File: config.mk
export PLATFORM = sky130hd
export DESIGN_NAME = serial_link_rx_credit_buffer
export DESIGN_NICKNAME = d
export VERILOG_FILES = /design/src/rtl/serial_link_rx_credit_buffer.sv
export SDC_FILE = /design/constraint.sdc
export NUM_CORES = 1
export LEC_CHECK = 0
export BUFFER_PORTS_ARGS = -buffer_cell sky130_fd_sc_hd__buf_2
export CAP_MARGIN = 5
export CORE_MARGIN = 8
export CORE_UTILIZATION = 40
export DETAILED_ROUTE_END_ITERATION = 6
export SLEW_MARGIN = 10
export SYNTH_ARGS = -nofsm -noshare
export SYNTH_HDL_FRONTEND = slang
export SYNTH_SLANG_ARGS = --single-unit
File: constraint.sdc
create_clock -name clk_i -period 2.1 [get_ports clk_i]
set_input_delay 0.105 -clock clk_i [delete_from_list [all_inputs] [get_ports clk_i]]
set_output_delay 0.105 -clock clk_i [all_outputs]
set_load 0.03 [all_outputs]
File: src/rtl/serial_link_rx_credit_buffer.sv
// rtl/serial_link_rx_credit_buffer.sv - receive FIFO with batched/timed credit return
// Registered circular buffer for a backpressure-free link; freed slots returned as credits.
module serial_link_rx_credit_buffer #(
  parameter int DataWidth = 8,
  parameter int Depth     = 8,
  parameter int BatchSize = 4,
  parameter int Timeout   = 16
) (
  input  logic                         clk_i,
  input  logic                         rst_i,
  input  logic                         valid_i,
  input  logic [DataWidth-1:0]         data_i,
  output logic                         out_valid_o,
  output logic [DataWidth-1:0]         out_data_o,
  input  logic                         out_ready_i,
  output logic                         credit_valid_o,
  output logic [$clog2(Depth+1)-1:0]   credit_count_o,
  output logic [$clog2(Depth+1)-1:0]   fill_o,
  output logic                         overflow_o
);

  localparam int CW = $clog2(Depth + 1);
  localparam int PW = $clog2(Depth);
  localparam int TW = $clog2(Timeout) + 1;

  localparam logic [CW-1:0] DepthC    = CW'(Depth);
  localparam logic [CW-1:0] BatchC    = CW'(BatchSize);
  localparam logic [PW-1:0] PtrLast   = PW'(Depth - 1);
  localparam logic [TW-1:0] TimerLast = TW'(Timeout - 1);

  logic [DataWidth-1:0] mem [Depth];
  logic [PW-1:0]        wr_ptr;
  logic [PW-1:0]        rd_ptr;
  logic [CW-1:0]        fill;
  logic [CW-1:0]        cnt;
  logic [TW-1:0]        timer;
  logic                 full;
  logic                 pop;
  logic                 push;
  logic                 flush;

  function automatic logic [PW-1:0] next_ptr(input logic [PW-1:0] p);
    return (p == PtrLast) ? '0 : p + PW'(1);
  endfunction

  assign full  = (fill == DepthC);
  assign pop   = (fill != '0) && out_ready_i;
  // A pop in the same cycle frees the slot, so a full buffer can still accept.
  assign push  = valid_i && (!full || pop);
  assign flush = (cnt >= BatchC) || ((cnt != '0) && (timer == TimerLast));

  assign out_valid_o = (fill != '0);
  assign out_data_o  = mem[rd_ptr];
  assign fill_o      = fill;

  always_ff @(posedge clk_i) begin
    if (push && !rst_i) begin
      mem[wr_ptr] <= data_i;
    end
  end

  always_ff @(posedge clk_i) begin
    if (rst_i) begin
      wr_ptr     <= '0;
      rd_ptr     <= '0;
      fill       <= '0;
      overflow_o <= 1'b0;
    end else begin
      if (push) begin
        wr_ptr <= next_ptr(wr_ptr);
      end
      if (pop) begin
        rd_ptr <= next_ptr(rd_ptr);
      end
      case ({push, pop})
        2'b10:   fill <= fill + CW'(1);
        2'b01:   fill <= fill - CW'(1);
        default: fill <= fill;
      endcase
      if (valid_i && full && !pop) begin
        overflow_o <= 1'b1;
      end
    end
  end

  // Credits count pops only, so dropped words never produce credits.
  always_ff @(posedge clk_i) begin
    if (rst_i) begin
      cnt            <= '0;
      timer          <= '0;
      credit_valid_o <= 1'b0;
      credit_count_o <= '0;
    end else if (flush) begin
      credit_valid_o <= 1'b1;
      credit_count_o <= cnt;
      cnt            <= CW'(pop);
      timer          <= '0;
    end else begin
      credit_valid_o <= 1'b0;
      credit_count_o <= '0;
      cnt            <= cnt + CW'(pop);
      timer          <= (cnt != '0) ? timer + TW'(1) : '0;
    end
  end

endmodule
# Yosys cells after proc, flatten, opt, wreduce, memory -nomap -nowiden
# Memory sizes are Yosys's and may differ from the RTL's. A register that Yosys moved wholly into a read port is not among the register bits.
# Cells that the tools add are included.
totals:
  mem_count: 1
  output_inout_bits: 19
  inputBits: 12
  regBits: 25
  word_cells: 51
  ram_bits: 64
memory_table:
  columns: ["memory", "words", "word_bits", "read_ports", "rd_clocked_by_memory_dff", "write_ports", "line_no", "text"]
  rows:
  - ["mem", 8, 8, 1, 1, 1, "31", "logic [DataWidth-1:0] mem [Depth];"]
op_classes:
  n_reduce_logical: 17
  n_addsub: 6
  muxes: 9
  n_eq_ne: 6
  order_cmp: 1
  bitwise: 2
op_table:
  columns: ["operator", "count"]
  rows:
  - ["$mux W3", 4]
  - ["$pmux W4 S2", 1]
  - ["$reduce_bool A4 Y1", 2]
  - ["$add A3 B1 Y3 const B", 2]
  - ["$eq A3 B3 Y1 const B", 2]
  - ["$logic_and A1 B1 Y1", 6]
  - ["$add A5 B1 Y5 const B", 1]
  - ["$eq A5 B4 Y1 const B", 1]
  - ["$add A4 B1 Y4", 1]
  - ["$add A4 B1 Y4 const B", 1]
  - ["$eq A4 B4 Y1 const B", 1]
  - ["$ge A4 B3 Y1 const B", 1]
  - ["$mux W1", 4]
  - ["$reduce_or A2 Y1", 2]
  - ["$sub A4 B1 Y4 const B", 1]
  - ["$logic_not A1 Y1", 3]
  - ["$reduce_or A3 Y1", 1]
  - ["$eq A2 B1 Y1 const B", 1]
  - ["$eq A2 B2 Y1 const B", 1]
  - ["$logic_or A1 B1 Y1", 2]
  - ["$not A1 Y1", 2]
  - ["$reduce_bool A2 Y1", 1]

# Logic depth before layout (Yosys ltp)
# Gate-level depths: netlist of run 1.
depth:
  word_depth: 7
  depth_mapped: 9
  ltp_nobuf: 8

# Worst setup path after synthesis of run 1
# No wires, ideal clock.
synth_path:
  kind: "register -> register"
  from: "register fill[2] (netlist: fill_o[2])"
  to: "memory mem[4][0], enable pin"
  arrival_ps: 2055
  setup_ps: 395
  n_path_buf: 1
  t_required_ps: 1705
  stages_incl_launch_ff: 5
  period_less_slack_ps: 2449
  slack_ps: -349
  cell_sequence: "dfxtp_1 > buf_2 > o41ai_4 > or2_2 > nor4_1"
synth_via:
  elab_chain_cells: 7
  elab_cells_between_ends: 9
  cone_classes: "eq/ne (1); mux (2); reduce/logical (6)"
synth_lines:
  columns: ["item", "line_no", "text"]
  rows:
  - ["start: declaration", "34", "logic [CW-1:0] fill;"]
  - ["start signal: assignment", "76", "2'b10: fill <= fill + CW'(1);"]
  - ["start signal: assignment", "77", "2'b01: fill <= fill - CW'(1);"]
  - ["start signal: assignment", "78", "default: fill <= fill;"]
  - ["$eq A4 B4 Y1 / $reduce_bool A4 Y1 (equally long branches)", "46, 47", null]
  - ["$logic_not A1 Y1 / $logic_and A1 B1 Y1 (equally long branches)", "49, 47", null]
  - ["$logic_or A1 B1 Y1 *", "49", "assign push = valid_i && (!full || pop);"]
  - ["$logic_and A1 B1 Y1 *", "49", null]
  - ["$logic_and A1 B1 Y1 *", "57", "if (push && !rst_i) begin"]
  - ["$mux W1 *", "57", null]
  - ["$mux W1 (implied by the code) *", "58", "mem[wr_ptr] <= data_i;"]
  - ["end: declaration", "31", null]
# Every way passes the cells marked *; elsewhere a longest branch is shown, timed or not.

# Worst setup path after layout of run 1
layout_path:
  from: "register fill[1] (netlist: fill_o[1])"
  to: "register fill[2] (netlist: fill_o[2])"
layout_via:
  elab_chain_cells: 6
  elab_cells_between_ends: 12
  cone_classes: "add/sub (2); eq/ne (3); mux (1); reduce/logical (6)"
layout_lines:
  columns: ["item", "line_no", "text"]
  rows:
  - ["$eq A4 B4 Y1 / $reduce_bool A4 Y1 (equally long branches)", "46, 47", null]
  - ["$logic_not A1 Y1 / $logic_and A1 B1 Y1 (equally long branches)", "49, 47", null]
  - ["$logic_or A1 B1 Y1", "49", null]
  - ["$logic_and A1 B1 Y1", "49", null]
  - ["$eq A2 B1 Y1 / $eq A2 B2 Y1 (equally long branches)", "75", "case ({push, pop})"]
  - ["$pmux W4 S2 / $reduce_bool A2 Y1 (equally long branches)", null, null]
# Several ways; a longest one is shown, not always the timed one.
# A chain may end at the register's enable or synchronous reset.

==> results.yml, run 1 <==
setup_path:
  path_cells: "or4_4, nand2_4, xnor2_2, ha_2, or4b_1, o31ai_1, a211o_1"
  r2r-start: "fill_o[1]"
  crit_fanout: 3
  crit_type: "flip-flop to flip-flop"
  cp.arrival_ps: 2320
  path_buf_inv: 0
  startpoint: "fill_o[1]"
  r2r_cells: 7
  r2r_end: "fill_o[2]"
  cp_slowest_cell: "or4_4"
  critical-path-max-stage-delay_ps: 560
  regToRegSetupSlack_ps: 80
  critical-path-top-delay-family: "simple AND/OR/NAND/NOR gates"
  worstPathRequired_ps: 2400
  startpoint_type: "flip-flop"
  end_kind: "flip-flop"
clock_network:
  cts_root_buf: "clkbuf_8"
  clk_pin_slew_worst_paths_ps: 90
  clock_path_buffers: 2
  cts_hold_buf: 0
  clock-sinks: 92
  numCtsBuffers: 9
  tritoncts: "yes"
  cts_max_level: 3
  insertion_delay_ps: 350
power:
  internal_power_mw: 3.06
  p_per_area_mw_per_mm2: 1010
  p_seq_share_pct: 47.3
  p_leak_nw: 1.54
  clockPowerShare_pct: 26.8
  sw_frac_of_total_pct: 29.9
  combPwrFrac_pct: 25.9
  peakVddDrop_uv: 933
  switchingPower_mw: 1.30
sta:
  post-route-period-util_pct: 96.0
  finClkSkew_ps: 8.86
  final.setup.worst_slack_ps: 83.1
  slew-limit-headroom_pct: 52.4
  timing.fmax_mhz: 496
  drv_slew: 0
  rsz0062_at_grt: "no"
  tightest_slew_ps: 708
  min_period_ps: 2020
  hold_viol_final: 0
  setup_viol: 0
synth:
  yosys.area.top_type: "edfxtp_1"
  ys_types: 44
  syn_area_mm2: 0.00370
  synth_area_leaders: "edfxtp_1 52%, dfxtp_1 15%, mux4_2 9.7%, ha_1 3.0%, mux2_2 2.4%"
  synthFlopType: "edfxtp_1"
  async_flop_share_pct: 0
  syn_nets: 254
  synth_top_area_share_pct: 52.0
  syn_inst: 233
  synth_edf_count: 64
  avgSynthCellArea_um2: 15.9
  synth_common_cells: "64 x edfxtp_1, 28 x dfxtp_1, 22 x nor2_1, 16 x mux4_2, 14 x nand2_1"
  synth_most_common_cell: "edfxtp_1"
  yosysSeqAreaShare_pct: 67.2
  synth_seq_cells: 92
  synth_warnings: 0
final_layout:
  drive_above_1_share_pct: 34.8
  multiInputGateArea_mm2: 0.00117
  regArea_mm2: 0.00249
  layout.nets: 303
  fillers: 795
  area_delta_synth_final_pct: 16.6
  n_antenna_cell: 0
  final_cells: 398
detailed_routing:
  wire_per_inst_um: 16.6
  wl_um: 6620
  num_vias: 1974
  postRouteAntennaNets: 0
  viasPerCell: 4.96
  drc_errors: 0
  firstDrtPassIters: 4
  drt_iter0_drc: 123
min_path:
  holdPathEnd: "mem[4][7]"
  hold_class: "primary input to flip-flop"
  hold_start: "data_i[7]"
  worstHoldPathCells: 1
placement:
  placed_cells: 381
  post-place-ws_ps: 70.4
  hpwl_um: 4300
  gp_congestion: 0.723
  numPortBuffers: 30
grt:
  grt_pass1_vias: 2090
  grtUsageTotal_pct: 11.3
  grt_overflow: 0
  grt_first_pass_wirelength_um: 10900
  grt_antenna_before_repair: 0
  grt_start_max_net_pins: 23
die:
  ioPinCount: 31
  initial_core_util_pct: 40.6
  die_w_um: 112
  die_area_mm2: 0.0126
  core-area_mm2: 0.00911
  die_y_um: 112
  rows: 35
job:
  max-cap-violations: 0
status:
  status: "complete, no violations"
-- worst max path at each step --
stage / slack (ps) / end / cells after the start
4_1_cts: 50 / fill_o[2] / 7
5_1_grt: 20 / fill_o[2] / 7
3_3_place_gp: 130 / fill_o[2] / 7
6_report: 80 / fill_o[2] / 7
2_1_floorplan: -120 / fill_o[2] / 8
3_5_place_dp: 70 / fill_o[2] / 7
-- per-layer routing --
layer	global-route usage (%)	up-vias	part of all wire, %
li1	-	975	-
met2	18.5	39	48
met4	2.70	0	0.97
met3	4.62	8	5.0
met1	13.6	952	46
met5	0	-	0
-- power by group through the flow --
stage               logic [mW]  registers (mW)  clock network, mW
floorplan                0.820            2.16                  0
global placement          1.12            2.10                  0
detailed placement        1.13            2.10                  0
CTS                       1.14            2.06               1.21
global route              1.24            2.07               1.28
finish                    1.13            2.06               1.17
-- logic make-up (layout without fill, tap and decap cells) --
kind of cell,after synthesis,count (layout),share of synthesized area [%]
muxes,27,27,13.0
adders and majority gates,9,9,3.05
DFF,92,92,67.2
buffers and inverters,15,69,2.20
AOI/OAI and AO/OA,17,17,4.10
and+or+nand+nor,66,66,8.97
xor gates and xnor gates,6,6,1.42
other,1,1,0.101
-- flip-flops by register name, indices dropped and copies added (netlist names), named ones only --
register        flops
rd_ptr              3
timer               5
wr_ptr              3
credit_count_o      4
overflow_o          1
fill_o              4
cnt                 4
credit_valid_o      1
mem                64
-- timing repair --
item	4_1_cts	5_1_grt
setup buffers	0	1
setup endpoints to repair	0	1
gates resized for setup	0	0
-- cell type report --
class | instances | share of cell area, %
clock inverters | 7 | 1.71
multi-input cells | 126 | 27.1
well taps | 111 | 3.22
repair buffers | 48 | 6.91
clock buffers | 9 | 2.87
inverters | 5 | 0.436
flip-flops and latches | 92 | 57.7
-- per-stage QoR --
stage / total power, mW / setup TNS, ps / hold WS [ps] / instance area, um2 / utilization, %
after floorplan: 2.98 / -117 / 204 / 3740 / -
after global placement: 3.22 / 0 / 383 / 4100 / 45.1
after detailed placement: 3.24 / 0 / 385 / 4100 / 45.1
after CTS: 4.41 / 0 / 5.11 / 4300 / 47.2
after global routing: 4.59 / 0 / 15.4 / 4310 / 47.3
final: 4.36 / 0 / 17.2 / 4310 / 47.3
-- worst register-to-register path, delay by kind of cell (launching register included) --
kind | cells | cell delay (ps)
flip-flops | 1 | 330
AND/OR/NAND/NOR | 3 | 1170
AO/OA/AOI/OAI | 2 | 200
adder cells (fa/ha/maj) | 1 | 190
XOR/XNOR | 1 | 70
-- cells in the final DEF, fill, tap and decap left out, types with 2 or more instances in the layout --
cell and n:
mux2_2 8, buf_2 30, xnor2_1 4, and2_1 2, nor2_1 22, nand2_1 14, ha_1 8, nand3_1 3
a21oi_1 7, inv_6 2, dfxtp_1 26, mux2i_1 3, edfxtp_1 64, clkbuf_8 9, nor3_1 6, or3_1 2
inv_1 5, mux4_2 16, clkinv_4 2, a31oi_1 2, nor2b_1 4, buf_4 17
Note: power is estimated with default switching activity, not from simulation.
==> run 2, diff against run 1 <==
- CORE_ASPECT_RATIO: not set -> 1.75
==> run 2 against run 1 <==
Effect of this change: global-route usage rose by 0.60 points; clock-buffer cell count unchanged; critical endpoint unchanged; sequential cell count unchanged.
==> results.yml, run 2 (same netlist as run 1, synthesis figures left out) <==
status:
  status: "complete, no violations"
power:
  combPwrFrac_pct: 23.4
  p_leak_nw: 1.61
  p_per_area_mw_per_mm2: 1100
  internal_power_mw: 3.57
  switchingPower_mw: 1.36
  peakVddDrop_uv: 672
  sw_frac_of_total_pct: 27.6
  p_seq_share_pct: 41.9
  clockPowerShare_pct: 34.8
  finalPower_mw: 4.93
setup_path:
  worstPathRequired_ps: 2380
  startpoint: "fill_o[1]"
  cp_slowest_cell: "or4_4"
  crit_end: "fill_o[2]"
  crit_fanout: 3
  critical-path-top-delay-family: "simple AND/OR/NAND/NOR gates"
  regToRegSetupSlack_ps: 60
  path_cells: "or4_4, nand2_4, xnor2_2, ha_2, or4b_4, o31ai_2, a211o_1"
  crit_type: "flip-flop to flip-flop"
  critical-path-max-stage-delay_ps: 560
  r2r_cells: 7
  end_kind: "flip-flop"
  path_buf_inv: 0
  path_depth: 7
  r2r-start: "fill_o[1]"
  startpoint_type: "flip-flop"
  cp.arrival_ps: 2320
  r2r_end: "fill_o[2]"
final_layout:
  n_antenna_cell: 0
  reg_top3: "mem (64), timer (5)"
  largest_reg_flops: 64
  drive_above_1_share_pct: 36.1
  final_cells: 408
  layout_common_cells: "64 x edfxtp_1, 30 x buf_2, 26 x dfxtp_1, 22 x nor2_1, 18 x buf_4"
  regMostFlops: "mem"
  final_common_cell: "edfxtp_1"
  utilization_pct: 49.4
  layout.nets: 304
  area_delta_synth_final_pct: 20.8
placement:
  gp_congestion: 0.783
  numPortBuffers: 30
  placed_cells: 389
  hpwl_um: 4770
grt:
  grt_start_max_net_pins: 17
  grt_pass1_vias: 2080
  grtUsageTotal_pct: 11.9
  grt_overflow: 0
  grt_first_pass_wirelength_um: 10900
  grt_antenna_before_repair: 0
detailed_routing:
  viasPerCell: 5.00
  drt_iter0_drc: 106
  wire_per_inst_um: 17.0
  wl_um: 6950
  drc_errors: 0
  postRouteAntennaNets: 0
  firstDrtPassIters: 4
  num_vias: 2041
die:
  initial_core_util_pct: 40.9
  die_area_mm2: 0.0127
  ioPinCount: 31
  core-area_mm2: 0.00904
  rows: 46
  die_w_um: 88.7
  die_y_um: 143
clock_network:
  clock-sinks: 92
  cts_max_level: 3
  tritoncts: "yes"
  clock_path_buffers: 2
  numCtsBuffers: 9
  cts_hold_buf: 0
  insertion_delay_ps: 330
  clk_pin_slew_worst_paths_ps: 60
  cts_root_buf: "clkbuf_16"
sta:
  rsz0062_at_grt: "no"
  timing.fmax_mhz: 490
  min_period_ps: 2040
  post-route-period-util_pct: 97.3
  setup_viol: 0
  hold_viol_final: 0
  finClkSkew_ps: 3.54
  drv_slew: 0
min_path:
  hold_class: "primary input to flip-flop"
job:
  max-cap-violations: 0
[run 2: how the worst min path moves through the flow]
| stage | from | endpoint | depth (start not counted) |
|---|---|---|---|
| CTS | data_i[5] | mem[7][5] | 1 |
| finish | data_i[4] | mem[5][4] | 1 |
| global placement | data_i[1] | mem[7][1] | 1 |
| detailed placement | data_i[6] | mem[1][6] | 1 |
| global route | data_i[5] | mem[7][5] | 1 |
| floorplan | data_i[0] | mem[0][0] | 0 |
[run 2: final cells by class]
| type | count | area [um2] |
|---|---|---|
| sequential | 92 | 2490 |
| timing repair buffer | 49 | 305 |
| inverter | 5 | 18.8 |
| tap | 120 | 150 |
| clock inverter | 7 | 100 |
| clock buffer | 9 | 225 |
| multi-input combinational | 126 | 1180 |
| fill | 805 | 4570 |
[run 2: power by group through the flow]
stage          registers [mW]  logic (mW)  clock network (mW)
6_report                 2.07        1.15                1.71
5_1_grt                  2.07        1.25                1.82
4_1_cts                  2.07        1.15                1.76
3_5_place_dp             2.10        1.14                   0
3_3_place_gp             2.10        1.13                   0
2_1_floorplan            2.16       0.820                   0
[run 2: metal layers]
layer	vias up	part of all wire, %	GRT usage [%]
met5	-	0	0
met1	1016	39	12.0
met2	35	57	21.8
met3	6	3.3	3.17
li1	984	-	-
met4	0	1.3	4.84
[run 2: per-stage QoR]
stage	setup slack, ps	hold slack [ps]	setup TNS, ps	cell area [um2]
floorplan	-117	204	-117	3740
global placement	112	372	0	4110
detailed placement	49.2	391	0	4110
CTS	25.8	37.7	0	4430
global route	6.60	46.8	0	4460
finish	57.5	42.8	0	4460
[run 2: timing repair]
action	CTS	global route
resized for setup	0	2
setup buffers	0	3
setup endpoints to repair	0	1
==> run 3, diff against run 2 <==
- CORE_UTILIZATION: 40 -> 53
- PLACE_DENSITY: not set -> 0.83
==> run 3 against run 2 <==
Effect of this change: fmax is 1.4% higher; clock power decreased by 12%; power shrank 4.8%; clock-buffer cell count increased by 4; die area down 21%; largest cell class unchanged; largest power group unchanged; highest routed layer unchanged.
==> results.yml, run 3 (same netlist as run 1, synthesis figures left out) <==
status:
  status: "complete, no violations"
final_layout:
  layout.nets: 300
  reg_top3: "mem (64), timer (5)"
  utilization_pct: 63.7
  regArea_mm2: 0.00249
  n_antenna_cell: 0
  final_common_cell: "edfxtp_1"
  regMostFlops: "mem"
  multiInputGateArea_mm2: 0.00117
  largest_reg_flops: 64
  fillers: 510
  area_delta_synth_final_pct: 17.2
  final_cells: 368
  drive_above_1_share_pct: 32.4
  layout_common_cells: "64 x edfxtp_1, 30 x buf_2, 26 x dfxtp_1, 22 x nor2_1, 16 x mux4_2"
grt:
  grtUsageTotal_pct: 14.3
  grt_overflow: 0
  grt_pass1_vias: 2204
  grt_start_max_net_pins: 24
  grt_antenna_before_repair: 0
  grt_first_pass_wirelength_um: 10500
die:
  initial_core_util_pct: 54.3
  die_area_mm2: 0.0100
  ioPinCount: 31
  rows: 40
  die_w_um: 79.1
  die_y_um: 126
  core-area_mm2: 0.00681
placement:
  gp_congestion: 0.783
  placed_cells: 352
  numPortBuffers: 30
  hpwl_um: 4460
detailed_routing:
  num_vias: 2072
  viasPerCell: 5.63
  wire_per_inst_um: 17.8
  drt_iter0_drc: 110
  drc_errors: 0
  wl_um: 6570
  firstDrtPassIters: 4
  postRouteAntennaNets: 0
clock_network:
  cts_root_buf: "clkbuf_16"
  cts_setup_buffers: 0
  numCtsBuffers: 9
  tritoncts: "yes"
  cts_resized: 0
  insertion_delay_ps: 340
  clk_pin_slew_worst_paths_ps: 60
  clock-sinks: 92
  clock_path_buffers: 2
  cts_max_level: 3
  cts_hold_buf: 0
sta:
  hold-worst-slack_ps: 28.6
  min_period_ps: 2010
  hold_viol_final: 0
  post-route-period-util_pct: 95.9
  setup_viol: 0
  rsz0062_at_grt: "no"
  finClkSkew_ps: 6.51
  drv_slew: 0
  tns_ps: 0
  timing.fmax_mhz: 497
job:
  max-cap-violations: 0
setup_path:
  cp.arrival_ps: 2290
  startpoint_type: "flip-flop"
  worstPathRequired_ps: 2380
  crit_type: "flip-flop to flip-flop"
  end_kind: "flip-flop"
  crit_fanout: 4
power:
  p_per_area_mw_per_mm2: 1080
  p_leak_nw: 1.56
  peakVddDrop_uv: 786
min_path:
  hold_class: "primary input to flip-flop"
==> run 3: cell count changes in the layout (fill, tap and decap cells not counted), moves of 2 or more <==
cell,delta
clkbuf_1,+4
clkinv_1,+2
buf_4,-4
clkinvlp_4,-2
==> run 3: critical path: stages, from the launching register on <==
cell and delay (ps):
dfxtp_4 330, or4_4 550, nand2_4 110, xnor2_2 60
ha_2 200, or4b_1 500, o31ai_1 80, a211o_1 120
==> run 3: path summary, 6_finish.rpt <==
| check | from | to | slack (ps) | cells after the start |
|---|---|---|---|---|
| max | fill_o[0] | fill_o[2] | 90 | 7 |
| min | data_i[1] | mem[4][1] | 30 | 1 |
| max reg2reg | fill_o[0] | fill_o[2] | 90 | 7 |
| min reg2reg | timer[0] | timer[0] | 450 | 1 |
==> run 3: per-stage QoR <==
stage,total power [mW],cell area [um2],setup WS [ps]
floorplan,2.98,3740,-117
global placement,3.20,4060,136
detailed placement,3.24,4060,94.9
CTS,4.74,4330,80.9
global route,4.88,4330,17.8
finish,4.69,4330,86.7
==> run 3: per-layer routing <==
metal	wire [um]	track usage, %
met3	329	4.81
met5	0	0
met1	2220	12.3
met4	193	8.34
met2	3820	26.7
==> run 3: final cells by class <==
class	count	area share [%]
Clock buffer	13	5.54
Clock inverter	3	0.866
Inverter	5	0.433
Multi-Input combinational cell	126	27.0
Sequential cell	92	57.4
Tap cell	84	2.43
Timing Repair Buffer	45	6.35
==> run 3: where the power goes <==
| group | switching [mW] | internal [mW] |
|---|---|---|
| Clock | 0.589 | 0.915 |
| Combinational | 0.644 | 0.479 |
| Sequential | 0.0453 | 2.02 |
| Total | 1.28 | 3.42 |
